==> src/rtl/riscv_lsu_pkg.sv <==
// Shared types and constants for the RV32I load/store unit.
package riscv_lsu_pkg;

  // RV32I load/store width and sign codes (funct3)
  localparam logic [2:0] F3_B  = 3'b000;
  localparam logic [2:0] F3_H  = 3'b001;
  localparam logic [2:0] F3_W  = 3'b010;
  localparam logic [2:0] F3_BU = 3'b100;
  localparam logic [2:0] F3_HU = 3'b101;

  typedef enum logic [2:0] {
    S_IDLE  = 3'd0,
    S_LOAD  = 3'd1,
    S_RMW   = 3'd2,
    S_WRITE = 3'd3,
    S_RESP  = 3'd4
  } lsu_state_t;

  typedef enum logic [1:0] {
    ERR_NONE     = 2'd0,
    ERR_MISALIGN = 2'd1,
    ERR_RANGE    = 2'd2,
    ERR_FUNCT3   = 2'd3
  } lsu_err_t;

  // Access size in bytes from the low two funct3 bits (byte/half/word)
  function automatic logic [2:0] access_size(input logic [1:0] w);
    case (w)
      2'b00:   access_size = 3'd1;
      2'b01:   access_size = 3'd2;
      default: access_size = 3'd4;
    endcase
  endfunction

endpackage

==> src/rtl/riscv_lsu_align.sv <==
// Combinational helpers: request legality/range check, load extraction
// with sign/zero extension, and sub-word store merge.
module riscv_lsu_align
  import riscv_lsu_pkg::*;
#(
  parameter int WORD_LENGTH = 32,
  parameter int NUM_MEM     = 16384
) (
  input  logic                   chk_we,
  input  logic [2:0]             chk_funct3,
  input  logic [WORD_LENGTH-1:0] chk_addr,
  output logic [1:0]             chk_err,
  input  logic [2:0]             ld_funct3,
  input  logic [WORD_LENGTH-1:0] ld_rdata,
  output logic [WORD_LENGTH-1:0] ld_data,
  input  logic [2:0]             st_funct3,
  input  logic [WORD_LENGTH-1:0] st_old,
  input  logic [WORD_LENGTH-1:0] st_wdata,
  output logic [WORD_LENGTH-1:0] st_merged
);

  logic                 f3_ok;
  logic                 misalign;
  logic                 out_of_range;
  logic [2:0]           size;
  logic [WORD_LENGTH:0] end_addr;

  // Legality: funct3 beats alignment beats range; end address is one bit wider so it never wraps
  always_comb begin
    if (chk_we) f3_ok = chk_funct3 inside {F3_B, F3_H, F3_W};
    else        f3_ok = chk_funct3 inside {F3_B, F3_H, F3_W, F3_BU, F3_HU};
    misalign = ((chk_funct3[1:0] == 2'b01) && chk_addr[0]) ||
               ((chk_funct3[1:0] == 2'b10) && (chk_addr[1:0] != 2'b00));
    size         = access_size(chk_funct3[1:0]);
    end_addr     = {1'b0, chk_addr} + {{(WORD_LENGTH-2){1'b0}}, size};
    out_of_range = end_addr > (WORD_LENGTH+1)'(NUM_MEM);
    if (!f3_ok)            chk_err = ERR_FUNCT3;
    else if (misalign)     chk_err = ERR_MISALIGN;
    else if (out_of_range) chk_err = ERR_RANGE;
    else                   chk_err = ERR_NONE;
  end

  // Load extraction from the low bits of the RAM word at the access address
  always_comb begin
    case (ld_funct3)
      F3_B:    ld_data = {{(WORD_LENGTH-8){ld_rdata[7]}}, ld_rdata[7:0]};
      F3_H:    ld_data = {{(WORD_LENGTH-16){ld_rdata[15]}}, ld_rdata[15:0]};
      F3_BU:   ld_data = {{(WORD_LENGTH-8){1'b0}}, ld_rdata[7:0]};
      F3_HU:   ld_data = {{(WORD_LENGTH-16){1'b0}}, ld_rdata[15:0]};
      default: ld_data = ld_rdata;
    endcase
  end

  // Store merge: sub-word stores keep the upper bytes of the old RAM word
  always_comb begin
    case (st_funct3)
      F3_B:    st_merged = {st_old[WORD_LENGTH-1:8], st_wdata[7:0]};
      F3_H:    st_merged = {st_old[WORD_LENGTH-1:16], st_wdata[15:0]};
      default: st_merged = st_wdata;
    endcase
  end

endmodule

==> src/rtl/riscv_lsu.sv <==
// RV32I load/store unit between the execute stage and the RAM data port.
// Handshakes: a request transfers on a rising edge where req_valid && req_ready;
// a response transfers on a rising edge where resp_valid && resp_ready. Only one
// request is outstanding; req_ready is high only in IDLE, and the response holds
// its data and error stable until it is accepted.
module riscv_lsu
  import riscv_lsu_pkg::*;
#(
  parameter int WORD_LENGTH = 32,
  parameter int NUM_MEM     = 16384
) (
  input  logic                   clk,
  input  logic                   rst_n,
  input  logic                   req_valid,
  output logic                   req_ready,
  input  logic                   req_we,
  input  logic [2:0]             req_funct3,
  input  logic [WORD_LENGTH-1:0] req_addr,
  input  logic [WORD_LENGTH-1:0] req_wdata,
  output logic                   resp_valid,
  input  logic                   resp_ready,
  output logic [WORD_LENGTH-1:0] resp_rdata,
  output logic [1:0]             resp_err,
  output logic [WORD_LENGTH-1:0] mem_addr,
  output logic                   mem_we,
  output logic [WORD_LENGTH-1:0] mem_wdata,
  input  logic [WORD_LENGTH-1:0] mem_rdata
);

  lsu_state_t             state_q, state_d;
  logic [2:0]             f3_q;
  logic [WORD_LENGTH-1:0] addr_q;
  logic [WORD_LENGTH-1:0] wdata_q;
  logic [WORD_LENGTH-1:0] merge_q;
  logic [WORD_LENGTH-1:0] rdata_q;
  logic [1:0]             err_q;
  logic [1:0]             chk_err;
  logic [WORD_LENGTH-1:0] ld_data;
  logic [WORD_LENGTH-1:0] st_merged;

  riscv_lsu_align #(
    .WORD_LENGTH (WORD_LENGTH),
    .NUM_MEM     (NUM_MEM)
  ) u_align (
    .chk_we     (req_we),
    .chk_funct3 (req_funct3),
    .chk_addr   (req_addr),
    .chk_err    (chk_err),
    .ld_funct3  (f3_q),
    .ld_rdata   (mem_rdata),
    .ld_data    (ld_data),
    .st_funct3  (f3_q),
    .st_old     (mem_rdata),
    .st_wdata   (wdata_q),
    .st_merged  (st_merged)
  );

  // State register
  always_ff @(posedge clk) begin
    if (!rst_n) state_q <= S_IDLE;
    else        state_q <= state_d;
  end

  // Next-state: errors skip the RAM, SW writes directly, SB/SH read first
  always_comb begin
    state_d = state_q;
    case (state_q)
      S_IDLE: begin
        if (req_valid) begin
          if (chk_err != ERR_NONE) state_d = S_RESP;
          else if (!req_we)        state_d = S_LOAD;
          else if (req_funct3 == F3_W) state_d = S_WRITE;
          else                     state_d = S_RMW;
        end
      end
      S_LOAD:  state_d = S_RESP;
      S_RMW:   state_d = S_WRITE;
      S_WRITE: state_d = S_RESP;
      S_RESP:  if (resp_ready) state_d = S_IDLE;
      default: state_d = S_IDLE;
    endcase
  end

  // Request latches, merge word and response registers
  always_ff @(posedge clk) begin
    if (!rst_n) begin
      f3_q    <= '0;
      addr_q  <= '0;
      wdata_q <= '0;
      merge_q <= '0;
      rdata_q <= '0;
      err_q   <= '0;
    end else begin
      case (state_q)
        S_IDLE: begin
          if (req_valid) begin
            f3_q    <= req_funct3;
            addr_q  <= req_addr;
            wdata_q <= req_wdata;
            merge_q <= req_wdata;
            rdata_q <= '0;
            err_q   <= chk_err;
          end
        end
        S_LOAD:  rdata_q <= ld_data;
        S_RMW:   merge_q <= st_merged;
        default: ;
      endcase
    end
  end

  // Write strobe is gated by reset so an in-flight write never commits during reset
  assign mem_we     = (state_q == S_WRITE) && rst_n;
  assign mem_addr   = addr_q;
  assign mem_wdata  = merge_q;
  assign req_ready  = (state_q == S_IDLE);
  assign resp_valid = (state_q == S_RESP);
  assign resp_rdata = rdata_q;
  assign resp_err   = err_q;

endmodule
==> config.mk <==
export PLATFORM = sky130hd
export DESIGN_NAME = riscv_lsu
export DESIGN_NICKNAME = d
export VERILOG_FILES = /design/src/rtl/riscv_lsu_pkg.sv /design/src/rtl/riscv_lsu_align.sv /design/src/rtl/riscv_lsu.sv
export SDC_FILE = /design/constraint.sdc
export NUM_CORES = 1
export LEC_CHECK = 0
export CAP_MARGIN = 20
export CELL_PAD_IN_SITES_DETAIL_PLACEMENT = 1
export CELL_PAD_IN_SITES_GLOBAL_PLACEMENT = 1
export CORE_MARGIN = 1.5
export CORE_UTILIZATION = 35
export CTS_CLUSTER_SIZE = 24
export DETAILED_ROUTE_END_ITERATION = 10
export PLACE_DENSITY_LB_ADDON = 0.1
export SYNTH_ARGS = -nofsm -noshare
export SYNTH_HDL_FRONTEND = slang
export SYNTH_SLANG_ARGS = --single-unit
==> constraint.sdc <==
create_clock -name clk -period 8.2 [get_ports clk]
set_input_delay 0.82 -clock clk [delete_from_list [all_inputs] [get_ports clk]]
set_output_delay 0.82 -clock clk [all_outputs]
set_load 0.05 [all_outputs]
### Yosys cells after proc, flatten, opt, wreduce, memory -nomap -nowiden

Index checks and enable logic that the tools add are counted.

* bits in writable memories: 0
* memories: 0
* word-level logic and storage cells: 60
* output and inout port bits: 101
* bits in latches: 0
* register bits: 136
* bits in read-only memories: 0

* multiplexer cells: 17
* reductions and logical operators: 19
* multipliers: 0
* add/subtract/negate cells: 1
* eq/ne operators: 15
* bitwise logic cells: 0
* divide/modulo/power cells: 0
* shift operators: 0
* order comparisons: 1

Operators with widths (count)
* 32-bit one-hot mux with 2 select lines: 3
* 32-bit one-hot mux with 4 select lines: 1
* 32-bit two-way mux: 2
* 32-bit by 3-bit adder with 33-bit output: 1
* 33-bit by 15-bit greater-than comparator with 1-bit output, second input constant: 1
* 3-bit equality test, second input constant: 5
* 3-bit one-hot mux with 4 select lines: 1
* 3-bit by 1-bit equality test with 1-bit output, second input constant: 3
* 3-bit by 2-bit equality test with 1-bit output, second input constant: 3
* 3-bit logical NOT: 3
* 3-bit two-way mux: 3
* 2-bit two-way mux: 4
* 2-bit AND reduction: 4
* 2-bit nonzero test: 4
* 3-bit one-hot mux with 2 select lines: 1
* 5-bit nonzero test: 1
* 1-bit logical AND: 3
* 3-bit nonzero test: 1
* 2-bit by 1-bit equality test with 1-bit output, second input constant: 1
* 2-bit equality test, second input constant: 1
* 2-bit logical NOT: 1
* 1-bit two-way mux: 2
* 2-bit by 1-bit inequality test with 1-bit output, second input constant: 1
* 2-bit inequality test, second input constant: 1
* other kinds (2): 2

### Depth between registers and ports, before layout

Gate-level depths: netlist of run 1.

* depth in word-level cells: 11
* mapped depth: 10

### By module

From an unflattened synthesis of run 1, not the netlist that was laid out.

* cells, all modules: 811
* area total of the unflattened synthesis: 6551.3 sq um

Modules (own cells, without submodules)
* riscv_lsu: seq. area each 2722.6 sq um, area each 5089.9 sq um, times used 1, cells an instance 583
* riscv_lsu_align: seq. area each 0.0 sq um, area each 1461.4 sq um, times used 1, cells an instance 228

### Worst setup path before layout of run 1

OpenSTA, ideal clock, no wires.

* path type: input to register
* from: input req_funct3[0]
* to: register err_q[1] (netlist: resp_err[1])
* buffers on the path: 0
* slack: 4888 ps
* data arrival time: 3192 ps
* stages on the path: 10
* cell sequence: nor2_1 ha_1 fa_1 a21oi_1 or4_1 or4_1 o211ai_1 nand4_1 o31a_1 o31a_1

* longest elaborated chain between the ends: 7
* elaborated cells between the ends (all ways): 20
* those cells by class: add/sub: 1; order compare: 1; eq/ne: 6; mux: 5; reduce/logical: 7

Ends and longest elaborated chain
* start, declared: line riscv_lsu.sv:17 `input logic [2:0] req_funct3,`
* 2-bit by 1-bit equality test with 1-bit output or 2-bit logical NOT (tied branches): line riscv_lsu_pkg.sv:28, riscv_lsu_align.sv:32
* 3-bit one-hot mux with 2 select lines: line riscv_lsu_pkg.sv:28 `case (w)`
* 32-bit by 3-bit adder with 33-bit output: line riscv_lsu_align.sv:35 `end_addr = {1'b0, chk_addr} + {{(WORD_LENGTH-2){1'b0}}, size};`
* 33-bit by 15-bit greater-than comparator with 1-bit output: line riscv_lsu_align.sv:36 `out_of_range = end_addr > (WORD_LENGTH+1)'(NUM_MEM);`
* 2-bit two-way mux: line riscv_lsu_align.sv:39 `else if (out_of_range) chk_err = ERR_RANGE;`
* 2-bit two-way mux: line riscv_lsu_align.sv:38 `else if (misalign) chk_err = ERR_MISALIGN;`
* 2-bit two-way mux *: line riscv_lsu_align.sv:37 `if (!f3_ok) chk_err = ERR_FUNCT3;`
* end signal, assigned: line riscv_lsu.sv:102 `err_q <= chk_err;`
* end, declared: line riscv_lsu.sv:36 `logic [1:0] err_q;`

Every way passes the cells marked *; elsewhere a longest branch is shown, timed or not.
A chain may end at the register's enable or synchronous reset.

### Final worst setup path of run 1

* from: input rst_n
* to: output mem_we

* longest elaborated chain between the ends: 1

Ends and longest elaborated chain
* start, declared: line riscv_lsu.sv:13 `input logic rst_n,`
* 1-bit logical AND: line riscv_lsu.sv:113 `assign mem_we = (state_q == S_WRITE) && rst_n;`
* end, declared: line riscv_lsu.sv:25 `output logic mem_we,`

Every way passes these cells.

==> impl_metrics.json, run 1 <==
{
  "synth_async_sr_flop_share": 0,
  "cts.clk_slew.worst_paths_ns": 0.06,
  "synth.largest_area_cell": "dfxtp_1",
  "netlist_instances": 791,
  "slew-limit-headroom": 0.260,
  "finalMaxSlewViolations": 0,
  "synth_top_area_frac": 0.453,
  "synth_warnings": 0,
  "period_needed_ns": 3.84,
  "rsz0062_at_grt": "no",
  "detail-route-antenna-nets": 0,
  "p_total_mw": 1.78,
  "ys_types": 52,
  "max-cap-violations": 0,
  "slowest_delay_ns": 1.04,
  "fin_setup_tns_ns": 0,
  "fp-row-count": 47,
  "worstPathMaxFanout": 22,
  "min_period_over_period": 0.469,
  "synth_flop_cell": "dfxtp_1",
  "grt_overflow": 0,
  "wl_per_cell_um": 17.4,
  "synth_nets": 899,
  "status": "complete, no violations",
  "crit_cells": 4,
  "gp_congestion": 0.835,
  "insertion_delay_ns": 0.42,
  "grt_start_max_net_pins": 85,
  "nFillCells": 2036,
  "vias": 6269,
  "htree_levels": 4,
  "cp_num_buf_inv": 2,
  "layout_commonest_cell": "clkdlybuf4s50_1",
  "p_leak_nw": 3.22,
  "syn_area_sq_um": 6010,
  "ys_ff_latch": 136,
  "synth_edf_count": 0,
  "cp_cell_sequence": "clkdlybuf4s50_1, nand2_1, nor2_1, clkdlybuf4s50_1",
  "die_area_sq_um": 18000,
  "crit_arrival_ns": 3.02,
  "cts_sinks": 136,
  "synth.area.top_cells": "dfxtp_1 (45%), nand2_1 (13%), a21oi_1 (11%)",
  "die_w_um": 134,
  "ir_drop_mv": 0.141,
  "vias_per_cell": 5.24,
  "cts_buffers": 17,
  "io_buffers": 204,
  "path_delay_family": "buffers and inverters",
  "setup.worst_path.class": "input pin to primary output",
  "io_pins": 205,
  "endpoint": "mem_we",
  "r2r_end": "mem_wdata[30]",
  "grt_pass1_wl_um": 32800,
  "ff2ff_path_depth": 7,
  "power_density_nw_per_um2": 203,
  "timing.hold.ws_ns": 0.456,
  "antenna_found_initial": 0,
  "holdBufCountCts": 0,
  "hold_class": "register to register",
  "root_buffer": "clkbuf_16",
  "fin_skew_ns": 0.0116,
  "dpl.hpwl_um": 14800,
  "die_h_um": 134,
  "cp-end-kind": "primary output",
  "crit_top_cell": "clkdlybuf4s50_1",
  "dp_cells": 1163,
  "drc": 0,
  "final_cell_mix": "clkdlybuf4s50_1 (204), nand2_1 (200), dfxtp_1 (136), a21oi_1 (134), nor2_1 (48)",
  "drtPass1Iterations": 4,
  "cts_resized": 0,
  "crit_required_ns": 7.38,
  "dr.first_iter.drc_count": 236,
  "nNetsFinal": 1071,
  "tightest_slew_ns": 1.11,
  "start_util": 0.360,
  "layoutNonFillerInstCount": 1196,
  "drive_gt1_frac": 0.0553,
  "post-route-util": 0.525,
  "yosysSeqAreaShare": 0.453,
  "wirelength_um": 20800,
  "cts_tree": "built",
  "fmax_mhz": 260,
  "crit_path_start_kind": "input pin",
  "antenna_cells": 0,
  "clockBufferDepth": 2,
  "final-setup-viol-count": 0,
  "avgSynthCellArea_sq_um": 7.60,
  "cp_slowest_cell": "clkdlybuf4s50_1",
  "core_sq_um": 16700,
  "track_usage": 0.230,
  "cts_setup_buffers": 0,
  "critPathLaunch": "rst_n",
  "timing.rr.start": "state_q[2]",
  "grt_pass1_vias": 6464,
  "r2r_slack_ns": 5.31,
  "area_growth_pct": 45.7,
  "hold_viol": 0
}
-- state kept, by name, indices dropped and copies added, names as in the netlist --
signal / count
wdata_q: 32
resp_err: 2
state_q: 3
f3_q: 3
mem_wdata: 32
resp_rdata: 32
mem_addr: 32
-- cell type report --
| type | count | area (sq um) | share of cell area |
|---|---|---|---|
| Inverter | 9 | 36.3 | 0.00414 |
| Multi-Input combinational cell | 591 | 3060 | 0.349 |
| Clock inverter | 14 | 138 | 0.0157 |
| Sequential cell | 136 | 2720 | 0.311 |
| Tap cell | 220 | 275 | 0.0314 |
| Clock buffer | 18 | 429 | 0.0490 |
| Timing Repair Buffer | 208 | 2100 | 0.240 |
-- per-stage QoR --
| stage | cell area [sq um] | setup slack (ns) |
|---|---|---|
| final | 8760 | 4.36 |
| after global routing | 8760 | 4.23 |
| after CTS | 8750 | 4.37 |
| after detailed placement | 8180 | 4.01 |
| after global placement | 8150 | 4.17 |
| after floorplan | 6010 | 4.89 |
-- worst register-to-register path: cells and delay by family, from the launching register on --
kind                   cells  cell delay [ns]
and+or+nand+nor            4             1.27
buffers and inverters      2             0.89
DFF                        1             0.35
AOI/OAI and AO/OA          1             0.26
-- per-layer routing --
| metal | vias to the layer above | part of all wire | track usage |
|---|---|---|---|
| met4 | 0 | 0.017 | 0.0836 |
| met1 | 3018 | 0.43 | 0.271 |
| met5 | - | 0 | 0 |
| li1 | 3058 | - | - |
| met3 | 20 | 0.051 | 0.0529 |
| met2 | 173 | 0.50 | 0.409 |
-- cell usage after synthesis (4+ instances only) --
master	number
nand2_1	201
dfxtp_1	136
a21oi_1	134
clkbuf_1	53
nor2_1	50
o21ai_0	39
nand3_1	24
mux2i_1	21
a21boi_0	15
a31oi_1	15
nor3_1	10
inv_1	8
nand4_1	8
and2_1	7
or2_2	5
or3_1	5
nand2b_1	4
xor2_1	4
-- power breakdown --
part           switching, mW  leakage, nW  total [mW]  internal (mW)
clock                  0.313        0.266       0.737          0.424
combinational          0.203         1.84       0.328          0.125
sequential            0.0178         1.11       0.710          0.693
total                  0.534         3.22        1.78           1.24
-- cells by family (layout without fill, tap and decap cells) --
family / count (synthesis) / after routing / share of synthesized area
XOR/XNOR: 6 / 6 / 0.00874
flip-flops: 136 / 136 / 0.453
adder cells (fa/ha/maj): 4 / 4 / 0.00957
buffers and inverters: 64 / 249 / 0.0406
AND/OR/NAND/NOR: 333 / 333 / 0.241
AO/OA/AOI/OAI: 226 / 226 / 0.210
multiplexers: 22 / 22 / 0.0368
-- worst min path at each step --
stage	start	to	slack (ns)	cells past startpoint
3_3_place_gp	resp_rdata[31]	resp_rdata[31]	0.44	2
6_report	mem_addr[4]	mem_addr[4]	0.46	2
3_5_place_dp	wdata_q[12]	wdata_q[12]	0.45	2
5_1_grt	wdata_q[24]	wdata_q[24]	0.47	2
2_1_floorplan	wdata_q[16]	wdata_q[16]	0.44	2
4_1_cts	wdata_q[25]	wdata_q[25]	0.46	2
Power figures use the tool's default switching activity.
==> run 2, diff against run 1 <==
--- a/config.mk
+++ b/config.mk
@@ -9,7 +9,7 @@
 export CELL_PAD_IN_SITES_DETAIL_PLACEMENT = 1
 export CELL_PAD_IN_SITES_GLOBAL_PLACEMENT = 1
 export CORE_MARGIN = 1.5
-export CORE_UTILIZATION = 35
+export CORE_UTILIZATION = 29
 export CTS_CLUSTER_SIZE = 24
 export DETAILED_ROUTE_END_ITERATION = 10
 export PLACE_DENSITY_LB_ADDON = 0.1
==> constraint.sdc (replaced) <==
create_clock -name clk -period 3.25 [get_ports clk]
set_input_delay 0.325 -clock clk [delete_from_list [all_inputs] [get_ports clk]]
set_output_delay 0.325 -clock clk [all_outputs]
set_load 0.05 [all_outputs]
==> impl_metrics.json, run 2 (synthesis gave the netlist of run 1 again) <==
{
  "status": "complete, no violations",
  "cp_cell_sequence": "clkdlybuf4s50_1, nor2_1, ha_1, fa_1, a21oi_1, or4_1, buf_4, nor3_1, mux2i_1, nand4_1, o31a_1, o31a_1",
  "cts_sinks": 136,
  "nNetsFinal": 1121,
  "cp-end-kind": "register",
  "crit_path_start_kind": "input pin",
  "final-setup-viol-count": 0,
  "timing.hold.ws_ns": 0.448,
  "crit_arrival_ns": 3.32,
  "grt_pass1_wl_um": 34800,
  "r2r_slack_ns": 1.03,
  "p_leak_nw": 3.48,
  "hold_viol": 0,
  "setup.worst_path.class": "input pin to register",
  "track_usage": 0.203,
  "dpl.hpwl_um": 15600,
  "gp_congestion": 0.824,
  "cts.clk_slew.worst_paths_ns": 0.07,
  "wirelength_um": 21800,
  "cts_tree": "built",
  "die_w_um": 147,
  "rsz0062_at_grt": "no",
  "antenna_found_initial": 2,
  "crit_required_ns": 3.54,
  "vias_per_cell": 4.91,
  "clockBufferDepth": 2,
  "power_density_nw_per_um2": 511,
  "cts_setup_buffers": 0,
  "worstPathMaxFanout": 3,
  "cts_resized": 0,
  "drive_gt1_frac": 0.102,
  "finalMaxSlewViolations": 0,
  "path_delay_family": "simple AND/OR/NAND/NOR gates",
  "core_sq_um": 20300,
  "cts_buffers": 17,
  "die_h_um": 147,
  "timing.rr.start": "state_q[0]",
  "min_period_over_period": 0.930,
  "fin_skew_ns": 0.0231,
  "final_cell_mix": "clkdlybuf4s50_1 (203), nand2_1 (200), dfxtp_1 (136), a21oi_1 (134), buf_4 (54)",
  "cp_num_buf_inv": 2,
  "crit_cells": 12,
  "layout_commonest_cell": "clkdlybuf4s50_1",
  "io_pins": 205,
  "fin_setup_tns_ns": 0,
  "dr.first_iter.drc_count": 172,
  "cp_slowest_cell": "or4_1",
  "grt_pass1_vias": 6522,
  "period_needed_ns": 3.02,
  "detail-route-antenna-nets": 0,
  "wl_per_cell_um": 16.8,
  "area_growth_pct": 53.5,
  "root_buffer": "clkbuf_16",
  "slowest_delay_ns": 0.50,
  "endpoint": "resp_err[1]",
  "io_buffers": 204,
  "insertion_delay_ns": 0.42,
  "grt_start_max_net_pins": 71,
  "p_total_mw": 4.72,
  "critPathLaunch": "req_funct3[0]",
  "fp-row-count": 52,
  "die_area_sq_um": 21600,
  "r2r_end": "mem_wdata[0]",
  "ir_drop_mv": 0.363,
  "crit_top_cell": "o31a_1",
  "ff2ff_path_depth": 5,
  "fmax_mhz": 331,
  "vias": 6367,
  "tightest_slew_ns": 0.936,
  "holdBufCountCts": 0,
  "drc": 0,
  "htree_levels": 4,
  "hold_class": "input pin to register",
  "max-cap-violations": 0,
  "grt_overflow": 0,
  "drtPass1Iterations": 4,
  "start_util": 0.296,
  "slew-limit-headroom": 0.374
}
-- run 2: changes by cell type in the layout (fill, tap and decap cells not counted), moves of 2 or more --
cell / previous run / this run
bufinv_16: 1 / 3
inv_6: 5 / 3
inv_8: 1 / 3
buf_4: 2 / 54
-- run 2: worst min path at each step --
stage | start | endpoint | slack [ns] | cells past startpoint
after CTS | mem_rdata[3] | resp_rdata[3] | 0.44 | 3
final | mem_rdata[4] | resp_rdata[4] | 0.45 | 3
after global routing | mem_rdata[3] | resp_rdata[3] | 0.45 | 3
after detailed placement | resp_rdata[31] | resp_rdata[31] | 0.45 | 2
after floorplan | wdata_q[16] | wdata_q[16] | 0.44 | 2
after global placement | wdata_q[21] | wdata_q[21] | 0.44 | 2
-- run 2: area by class of cell --
| type | count | area, sq um |
|---|---|---|
| diodes | 1 | 2.50 |
| clock buffers | 17 | 425 |
| clock inverters | 14 | 190 |
| fillers | 2480 | 11100 |
| inverters | 9 | 36.3 |
| multi-input cells | 591 | 3060 |
| flip-flops and latches | 136 | 2720 |
| well taps | 270 | 338 |
| repair buffers | 258 | 2460 |
-- run 2: per-layer routing --
layer,share of wire,track usage,wire (um),vias up
li1,-,-,-,3171
met2,0.45,0.326,9800,147
met4,0.012,0.0560,270,2
met5,0.00060,0,13,-
met1,0.48,0.269,10600,3029
met3,0.053,0.0559,1160,18
-- run 2: where the power goes --
group | internal (mW) | switching [mW]
Clock | 1.23 | 0.829
Sequential | 1.75 | 0.0426
Combinational | 0.350 | 0.520
-- run 2: stage by stage --
| step | cells | instance area (sq um) | util | setup WS, ns |
|---|---|---|---|---|
| 2_1_floorplan | 791 | 6010 | - | 0.433 |
| 3_3_place_gp | 1264 | 8610 | 0.424 | -0.0435 |
| 3_5_place_dp | 1264 | 8610 | 0.424 | -0.160 |
| 4_1_cts | 1295 | 9230 | 0.455 | 0.234 |
| 5_1_grt | 1296 | 9230 | 0.455 | 0.0284 |
| 6_report | 1296 | 9230 | 0.455 | 0.227 |
-- run 2: tightest hold or removal path: cells and delay by family --
| kind | cells | cell delay [ns] |
|---|---|---|
| buffers and inverters | 1 | 0.40 |
| AND/OR/NAND/NOR | 1 | 0.06 |
| AO/OA/AOI/OAI | 1 | 0.05 |
